--- src/rtl/pc_pkg.sv ---
// Shared definitions for the fetch-stage program counter: default sizing
// constants and the next-PC source selector.
package pc_pkg;

  localparam int PC_W_DEF        = 10;
  localparam int HALT_ADDR_DEF   = 63;
  localparam int STACK_DEPTH_DEF = 4;
  localparam int BRANCH_SKIP_DEF = 2;

  typedef enum logic [2:0] {
    SEL_HOLD   = 3'd0,
    SEL_INC    = 3'd1,
    SEL_BRANCH = 3'd2,
    SEL_REL    = 3'd3,
    SEL_JUMP   = 3'd4,
    SEL_CALL   = 3'd5,
    SEL_RET    = 3'd6
  } pc_sel_e;

endpackage

--- src/rtl/pc_ret_stack.sv ---
// Return-address LIFO. Push writes at sp and increments; pop decrements and
// exposes the entry below sp. Illegal push/pop requests are ignored here.
module pc_ret_stack
  import pc_pkg::*;
#(
  parameter int STACK_DEPTH = STACK_DEPTH_DEF,
  parameter int PC_W        = PC_W_DEF
) (
  input  logic            CLK,
  input  logic            init,
  input  logic            push,
  input  logic            pop,
  input  logic [PC_W-1:0] push_data,
  output logic [PC_W-1:0] top,
  output logic            full,
  output logic            empty
);

  localparam int SP_W  = $clog2(STACK_DEPTH + 1);
  localparam int IDX_W = (STACK_DEPTH > 1) ? $clog2(STACK_DEPTH) : 1;

  logic [SP_W-1:0]  sp_r;
  logic [PC_W-1:0]  mem_r [STACK_DEPTH];
  logic [IDX_W-1:0] wr_idx_s;
  logic [IDX_W-1:0] rd_idx_s;
  logic             push_ok_s;
  logic             pop_ok_s;

  assign full      = (sp_r == SP_W'(STACK_DEPTH));
  assign empty     = (sp_r == {SP_W{1'b0}});
  assign push_ok_s = push & ~full;
  assign pop_ok_s  = pop & ~empty;
  assign wr_idx_s  = IDX_W'(sp_r);
  assign rd_idx_s  = IDX_W'(sp_r - SP_W'(1));
  assign top       = mem_r[rd_idx_s];

  // Stack pointer: reset clears it, push and pop are mutually exclusive.
  always_ff @(posedge CLK) begin
    if (init) begin
      sp_r <= {SP_W{1'b0}};
    end else if (push_ok_s) begin
      sp_r <= sp_r + SP_W'(1);
    end else if (pop_ok_s) begin
      sp_r <= sp_r - SP_W'(1);
    end else begin
      sp_r <= sp_r;
    end
  end

  // Entry storage; contents are don't-care until written, so no reset.
  always_ff @(posedge CLK) begin
    if (push_ok_s && !init) begin
      mem_r[wr_idx_s] <= push_data;
    end
  end

endmodule

--- src/rtl/pc_stack_unit.sv ---
// Fetch-stage program counter with relative jumps, branch skip, stall and a
// hardware call/return stack; raises a sticky halt past HALT_ADDR or on stack faults.
module pc_stack_unit
  import pc_pkg::*;
#(
  parameter int PC_W        = PC_W_DEF,
  parameter int HALT_ADDR   = HALT_ADDR_DEF,
  parameter int STACK_DEPTH = STACK_DEPTH_DEF,
  parameter int BRANCH_SKIP = BRANCH_SKIP_DEF
) (
  input  logic            CLK,
  input  logic            init,
  input  logic            stall,
  input  logic            jump_en,
  input  logic            rel_en,
  input  logic            branch_en,
  input  logic            call_en,
  input  logic            ret_en,
  input  logic [PC_W-1:0] destination,
  input  logic [PC_W-1:0] offset,
  output logic [PC_W-1:0] PC,
  output logic            halt,
  output logic            stack_full,
  output logic            stack_empty,
  output logic            stack_err
);

  localparam logic [PC_W-1:0] HALT_LIM = PC_W'(HALT_ADDR);
  localparam logic [PC_W-1:0] SKIP     = PC_W'(BRANCH_SKIP);
  localparam logic [PC_W-1:0] ONE      = PC_W'(1);

  logic [PC_W-1:0] pc_r;
  logic            halt_r;
  logic            err_r;

  pc_sel_e         sel_s;
  logic            push_s;
  logic            pop_s;
  logic            fault_s;
  logic            halt_set_s;
  logic [PC_W-1:0] pc_nxt_s;
  logic [PC_W-1:0] pc_inc_s;
  logic [PC_W-1:0] top_s;
  logic            full_s;
  logic            empty_s;

  assign pc_inc_s = pc_r + ONE;

  pc_ret_stack #(
    .STACK_DEPTH(STACK_DEPTH),
    .PC_W       (PC_W)
  ) u_stack (
    .CLK      (CLK),
    .init     (init),
    .push     (push_s),
    .pop      (pop_s),
    .push_data(pc_inc_s),
    .top      (top_s),
    .full     (full_s),
    .empty    (empty_s)
  );

  // Priority encoder: only the highest-priority request acts this cycle.
  always_comb begin
    sel_s      = SEL_INC;
    push_s     = 1'b0;
    pop_s      = 1'b0;
    fault_s    = 1'b0;
    halt_set_s = 1'b0;
    if (halt_r) begin
      sel_s = SEL_HOLD;
    end else if (pc_r > HALT_LIM) begin
      sel_s      = SEL_HOLD;
      halt_set_s = 1'b1;
    end else if (stall) begin
      sel_s = SEL_HOLD;
    end else if (ret_en) begin
      if (empty_s) begin
        sel_s      = SEL_HOLD;
        fault_s    = 1'b1;
        halt_set_s = 1'b1;
      end else begin
        sel_s = SEL_RET;
        pop_s = 1'b1;
      end
    end else if (call_en) begin
      // Overflow is fatal: no push, PC frozen, halt raised.
      if (full_s) begin
        sel_s      = SEL_HOLD;
        fault_s    = 1'b1;
        halt_set_s = 1'b1;
      end else begin
        sel_s  = SEL_CALL;
        push_s = 1'b1;
      end
    end else if (jump_en) begin
      sel_s = SEL_JUMP;
    end else if (rel_en) begin
      sel_s = SEL_REL;
    end else if (branch_en) begin
      sel_s = SEL_BRANCH;
    end else begin
      sel_s = SEL_INC;
    end
  end

  // Next-PC mux; all arithmetic wraps modulo 2^PC_W.
  always_comb begin
    pc_nxt_s = pc_r;
    case (sel_s)
      SEL_HOLD:   pc_nxt_s = pc_r;
      SEL_INC:    pc_nxt_s = pc_inc_s;
      SEL_BRANCH: pc_nxt_s = pc_r + SKIP;
      SEL_REL:    pc_nxt_s = pc_r + offset;
      SEL_JUMP:   pc_nxt_s = destination;
      SEL_CALL:   pc_nxt_s = destination;
      SEL_RET:    pc_nxt_s = top_s;
      default:    pc_nxt_s = pc_r;
    endcase
  end

  // PC and sticky halt/error state.
  always_ff @(posedge CLK) begin
    if (init) begin
      pc_r   <= {PC_W{1'b0}};
      halt_r <= 1'b0;
      err_r  <= 1'b0;
    end else begin
      pc_r   <= pc_nxt_s;
      halt_r <= halt_r | halt_set_s;
      err_r  <= err_r | fault_s;
    end
  end

  assign PC          = pc_r;
  assign halt        = halt_r;
  assign stack_err   = err_r;
  assign stack_full  = full_s;
  assign stack_empty = empty_s;

endmodule

--- config.mk ---
export PLATFORM = sky130hd
export DESIGN_NAME = pc_stack_unit
export DESIGN_NICKNAME = d
export VERILOG_FILES = /design/src/rtl/pc_pkg.sv /design/src/rtl/pc_ret_stack.sv /design/src/rtl/pc_stack_unit.sv
export SDC_FILE = /design/constraint.sdc
export NUM_CORES = 1
export LEC_CHECK = 0
export CAP_MARGIN = 25
export CELL_PAD_IN_SITES_DETAIL_PLACEMENT = 1
export CELL_PAD_IN_SITES_GLOBAL_PLACEMENT = 1
export CORE_AREA = 2 2 119 121
export DETAILED_ROUTE_END_ITERATION = 7
export DIE_AREA = 0 0 121 123
export PLACE_DENSITY = 0.58
export RECOVER_POWER = 50
export SETUP_SLACK_MARGIN = 0.02
export SLEW_MARGIN = 5
export SYNTH_ARGS = -nofsm -noshare
export SYNTH_HDL_FRONTEND = slang
export SYNTH_SLANG_ARGS = --single-unit
--- constraint.sdc ---
create_clock -name CLK -period 3 [get_ports CLK]
set_input_delay 0.45 -clock CLK [delete_from_list [all_inputs] [get_ports CLK]]
set_output_delay 0.45 -clock CLK [all_outputs]
set_load 0.01 [all_outputs]
# Word-level counts from Yosys, hierarchy flattened
# Memories as Yosys holds them, arrays and structs flattened.
# Cells that the tools add are included.
# op_classes
bitwise_logic	6
n_eq_ne	7
n_addsub	5
muxes	35
n_reduce_logical	6
order_cmp	1
# op_table
cell	n
$pmux W10 S5	1
$mux W3	10
$mux W1	22
$eq A3 B3 Y1 const B	4
$add A10 B1 Y10 const B	1
$add A10 B10 Y10	1
$add A10 B2 Y10 const B	1
$gt A10 B6 Y1 const B	1
$eq A3 B2 Y1 const B	2
$reduce_bool A5 Y1	1
$mux W2	2
$add A3 B1 Y3 const B	1
$eq A3 B1 Y1 const B	1
$logic_not A3 Y1	1
$sub A3 B1 Y3 const B	1
$and A1 B1 Y1	2
$not A1 Y1	2
$or A1 B1 Y1	2
$reduce_bool A2 Y1	1
$reduce_or A2 Y1	1
$logic_and A1 B1 Y1	1
$logic_not A1 Y1	1
# word_totals
word_cells	65
input_bits	28
output_inout_bits	14
ramBits	40
reg_bits	15
mem_count	1
# memory_table
memory	words	word_bits	read_ports	rd_clocked_by_memory_dff	write_ports	line	source
u_stack.mem_r	4	10	1	0	1	pc_ret_stack.sv:23	logic [PC_W-1:0] mem_r [STACK_DEPTH];

# Logic depth before layout (Yosys ltp)
# Gate-level depths: netlist (run 1).
# logic_depth
ltp_word	11
ltp_mapped	9
ltp_nobuf	8

# Hierarchy
# Synthesis (run 1) repeated with hierarchy kept, for this count alone.
# hier_totals
cells_unflattened	302
area_unflattened_um2	3369.5
# modules_own_cells
module	area_per_inst_um2	seq_area_each_um2	n_inst	cells_each
pc_ret_stack	1737.9	1261.2	1	85
pc_stack_unit	1631.6	240.2	1	217

# Least setup slack after synthesis (run 1)
# No wires, ideal clock.
# synth_path
path_kind	reg-to-reg
from	register u_stack.sp_r[0]
to	register pc_r[8] (netlist: PC[8])
slack_ps	612
period_less_slack_ps	2388
setup_time_ps	120
path_stages_with_launch	9
arrival_ps	2269
t_required_ps	2880
path_buffers	2
path_cell_list	dfxtp_1 > buf_4 > inv_1 > ha_1 > buf_1 > mux4_2 > a22oi_1 > o21ai_0 > a211o_1
# synth_via
elab_chain_cells	10
word_cells_on_any_way	20
cone_classes	add/sub: 1; eq/ne: 7; mux: 8; reduce/logical: 3; memory: 1
# synth_lines
item	line	source
start, declared	pc_ret_stack.sv:22	logic [SP_W-1:0] sp_r;
start signal, assigned	pc_ret_stack.sv:40	sp_r <= {SP_W{1'b0}};
start signal, assigned	pc_ret_stack.sv:42	sp_r <= sp_r + SP_W'(1);
start signal, assigned	pc_ret_stack.sv:44	sp_r <= sp_r - SP_W'(1);
$eq A3 B3 Y1	pc_ret_stack.sv:29	assign full = (sp_r == SP_W'(STACK_DEPTH));
$mux W3	pc_stack_unit.sv:88	if (full_s) begin
$mux W3	pc_stack_unit.sv:86	end else if (call_en) begin
$mux W3	pc_stack_unit.sv:77	end else if (ret_en) begin
$mux W3	pc_stack_unit.sv:75	end else if (stall) begin
$mux W3	pc_stack_unit.sv:72	end else if (pc_r > HALT_LIM) begin
$mux W3	pc_stack_unit.sv:70	if (halt_r) begin
$eq A3 B3 Y1	pc_stack_unit.sv:110	case (sel_s)
$reduce_or A2 Y1 (no source line)	n/a	
$pmux W10 S5 / $reduce_bool A5 Y1 (equally long branches)	n/a	
end signal, assigned	pc_stack_unit.sv:125	pc_r <= {PC_W{1'b0}};
end signal, assigned	pc_stack_unit.sv:129	pc_r <= pc_nxt_s;
end, declared	pc_stack_unit.sv:32	logic [PC_W-1:0] pc_r;
# Several ways; a longest one is shown, not always the timed one.
# A chain may end at the register's enable or synchronous reset.

# Worst setup path in the final report (run 1)
# layout_path
from	input ret_en
to	register pc_r[8] (netlist: PC[8])
# layout_via
elab_chain_cells	7
word_cells_on_any_way	13
cone_classes	eq/ne: 6; mux: 5; reduce/logical: 2
# layout_lines
item	line	source
start, declared	pc_stack_unit.sv:18	input logic ret_en,
$mux W3 (*)	pc_stack_unit.sv:77	
$mux W3 (*)	pc_stack_unit.sv:75	
$mux W3 (*)	pc_stack_unit.sv:72	
$mux W3 (*)	pc_stack_unit.sv:70	
$eq A3 B3 Y1	pc_stack_unit.sv:110	
$reduce_or A2 Y1 (no source line)	n/a	
$pmux W10 S5 / $reduce_bool A5 Y1 (equally long branches)	n/a	
# Every way passes the cells marked *; elsewhere a longest branch is shown, timed or not.

==> results of run 1 <==
Yosys cell counts, drive strengths merged, types with 2 or more instances:
| cell type | n | area share, % |
|---|---|---|
| edfxtp | 40 | 36 |
| nor2 | 18 | 2.2 |
| nand2 | 17 | 2.1 |
| ha | 16 | 6.0 |
| dfxtp | 15 | 9.0 |
| inv | 15 | 1.7 |
| o21ai | 13 | 2.0 |
| nand3 | 12 | 1.8 |
| a21oi | 10 | 1.6 |
| mux4 | 10 | 6.8 |
| nor3 | 10 | 1.8 |
| and3 | 9 | 1.7 |
| xnor2 | 9 | 2.4 |
| o211ai | 7 | 1.6 |
| xor2 | 7 | 1.8 |
| buf | 6 | 1.5 |
| clkbuf | 6 | 0.71 |
| a22oi | 4 | 0.90 |
| a31oi | 4 | 0.75 |
| nor2b | 4 | 0.75 |
| o221ai | 4 | 1.2 |
| or2 | 4 | 0.75 |
| a211oi | 3 | 0.68 |
| a21o | 3 | 0.71 |
| a221oi | 3 | 0.98 |
| a22o | 3 | 0.79 |
| and2 | 3 | 0.64 |
| mux2i | 3 | 0.90 |
| nand2b | 3 | 0.56 |
| nand4 | 3 | 0.56 |
| o22ai | 3 | 0.56 |
| o311ai | 3 | 0.79 |
| a2111oi | 2 | 1.1 |
| a311oi | 2 | 0.53 |
| nor3b | 2 | 0.45 |
| nor4 | 2 | 0.56 |
report_power, final:
| group | internal, W | leakage (nW) | total (W) | switching (W) |
|---|---|---|---|---|
| clock network | 0.000323 | 0.0767 | 0.000621 | 0.000298 |
| registers | 0.000849 | 0.489 | 0.000886 | 0.0000376 |
| logic | 0.000229 | 0.933 | 0.000526 | 0.000297 |
cell families after synthesis:
family                   Yosys count  synth area share (%)
buffers and inverters             27                  3.91
AO/OA/AOI/OAI                     76                  17.3
AND/OR/NAND/NOR                   92                  15.2
flip-flops                        55                  45.1
adder cells (fa/ha/maj)           17                  6.62
multiplexers                      13                  7.68
XOR/XNOR                          16                  4.21
tightest hold or removal path: stages, from the launching register on:
cell     delay [ps]
dfxtp_1         340
a21oi_1          40
nor2_1           70
flip-flops by register name (all words and copies together) (netlist names):
| name | count |
|---|---|
| u_stack.mem_r | 40 |
| PC | 10 |
| u_stack.sp_r | 3 |
| halt | 1 |
| stack_err | 1 |
area by class of cell:
type | instances | area [sq um] | share of cell area, %
inverter | 15 | 56.3 | 1.36
timing repair buffer | 56 | 515 | 12.4
sequential | 55 | 1500 | 36.2
tap | 180 | 225 | 5.43
clock buffer | 5 | 125 | 3.02
clock inverter | 3 | 28.8 | 0.694
multi-input combinational | 214 | 1690 | 40.9
per-layer routing:
metal	part of all wire, %	up-vias	wire [microns]
met5	0	-	0
li1	-	1250	-
met3	3.3	13	337
met2	50	54	5080
met1	45	1353	4560
met4	1.8	0	180
worst max path at each step:
| stage | to | start | slack [ps] |
|---|---|---|---|
| global placement | PC[8]$_SDFFE_PP0P_ | offset[0] | 300 |
| global route | PC[8]$_SDFFE_PP0P_ | ret_en | 260 |
| floorplan | PC[8]$_SDFFE_PP0P_ | u_stack.sp_r[0]$_SDFFE_PP0P_ | 610 |
| finish | PC[8]$_SDFFE_PP0P_ | ret_en | 310 |
| CTS | PC[8]$_SDFFE_PP0P_ | offset[0] | 470 |
| detailed placement | PC[8]$_SDFFE_PP0P_ | offset[0] | 170 |
per-stage QoR:
step / instances / hold slack, ps / total power, W
detailed placement: 520 / 474 / 0.00144
global route: 528 / 540 / 0.00214
CTS: 528 / 492 / 0.00206
finish: 528 / 483 / 0.00203
global placement: 520 / 470 / 0.00143
floorplan: 296 / 505 / 0.00122
==> results by group, run 1 <==
Setup path
  – Cells along the critical path: dlygate4sd3_1 -> clkbuf_1 -> o21ba_2 -> and2_4 -> a22oi_1 -> o21ai_0 -> a211o_1
  – Bufs and invs on worst path: 2
  – Highest net fanout along the worst path: 16
  – R2R Path End: PC[8]$_SDFFE_PP0P_
  – Worst reg2reg path depth: 6
  – Critical path type: input port to flop
  – CP endpoint kind: flop
  – Setup slack, reg-to-reg: 630 ps
  – Critical Path Start Type: input port
  – Critical R2R Launch: u_stack.sp_r[1]$_SDFFE_PP0P_
  – Slowest stage cell, crit path: clkbuf_1
  – Critical Path Stages: 7
  – CP top delay family: buffers and inverters
  – CP max stage delay: 570 ps
  – Worst EP arrival: 2880 ps
  – WP data required: 3190 ps

Global routing
  – GRT Overall Usage: 14.0%
  – Total congestion overflow: 0
  – GR Util met2: 23.8%
  – Routing usage on met3: 2.21%
  – Top Usage Layer GRT: met2
  – Met1 usage in global routing: 18.6%
  – Vias in the first global route: 2,797
  – Initial antenna violation count: 0
  – Largest net degree at the start of global routing: 21
  – First-pass GRT wire length: 15,600 microns

Clocking
  – CTS tree: yes
  – Post-CTS Setup Inserts: 0
  – Clock latency on the worst-skew pair: 290 ps
  – Total CTS buffers: 5
  – CTS Root Cell: clkbuf_16
  – Max Root-Sink Buffers: 2
  – CTS H-Tree Depth: 2
  – Clk slew on worst S/H paths: 80 ps
  – Post_cts resized: 0
  – # clock sinks: 55
  – # hold bufs at CTS: 0

Logic synthesis
  – Avg Inst Size Synth: 11.2 sq um
  – Cells after synthesis: 296
  – EDFF count, synth: 40
  – Count of cell types in the netlist: 69
  – Seq/Total Area, Yosys: 45.1%
  – Syn nets: 341
  – Yosys warning total: 0
  – Post-Syn Area: 0.00333 sq mm
  – Ys flop type: edfxtp_1
  – Async SR Flop Fraction: 0%
  – #FFs+latches synth: 55

Final layout
  – Final instance area: 0.00415 sq mm
  – Final net count: 392
  – Post-layout util: 30.5%
  – N_diodes: 0
  – Layout cells sized above 1: 14.1%
  – Layout area overhead: 24.7%
  – Most frequent cells in the layout: 40 x edfxtp_1, 28 x clkdlybuf4s50_1, 16 x nor2_1, 16 x ha_1
  – Fillers: 1,538
  – Commonest non-fill, non-tap cell in the layout: edfxtp_1

Timing
  – Min Tclk post-route: 2690 ps
  – Finish-stage setup viols: 0
  – Fin. Hold Viols: 0
  – Max-slew headroom: 50.6%
  – Setup TNS: 0 ps
  – Final setup margin: 313 ps
  – Clock Skew: 6.43 ps
  – Fmax: 0.372 GHz
  – Final period util: 89.6%
  – Worst-Margin Slew: 741 ps
  – Count of pins over their slew limit: 0
  – RSZ-0062 raised after global routing: false

Placement
  – DP Area: 0.00400 sq mm
  – Port Buffers: 41
  – Hpwl dp: 7750 microns
  – Place WS: 171 ps
  – Placer Congestion: 0.868

Drt
  – Iteration-0 DRC Markers: 174
  – Avg Vias per Cell: 5.06
  – Post-DRT Antenna Nets: 0
  – Vias: 2,670
  – DRC viols: 0
  – Iteration count of the initial detailed-routing pass: 6
  – Total wire length: 10,200 microns
  – Avg WL per Cell: 19.2 microns

Die
  – Die height: 123 microns
  – Site Rows: 43
  – Core ar.: 0.0136 sq mm
  – Initial cell density of the core: 24.4%
  – Die ar.: 0.0149 sq mm
  – # IOs: 42
  – Chip width: 121 microns

Pwr
  – Leak: 1.50 nW
  – Power Dens Cells: 490 mW/mm^2
  – Maximum VDD drop: 0.000267 V

Hold path
  – Hold Path Class: flop to flop
  – Worst Hold Launch: stack_err$_SDFF_PP0_
  – Hold EP: stack_err$_SDFF_PP0_
  – Hold Path Cell Cnt: 2

Flow run
  – Max Cap Violations: 0

Status
  – Status: finished, final reports clean
Note: power is estimated with default switching activity, not from simulation.
==> run 2, diff against run 1 <==
--- a/config.mk
+++ b/config.mk
@@ -14,6 +14,7 @@
 export PLACE_DENSITY = 0.58
 export RECOVER_POWER = 50
 export SETUP_SLACK_MARGIN = 0.02
+export SKIP_LAST_GASP = 1
 export SLEW_MARGIN = 5
 export SYNTH_ARGS = -nofsm -noshare
 export SYNTH_HDL_FRONTEND = slang
==> results of run 2 <==
Same layout as run 1: the final DEF is identical, and so are final timing and power.
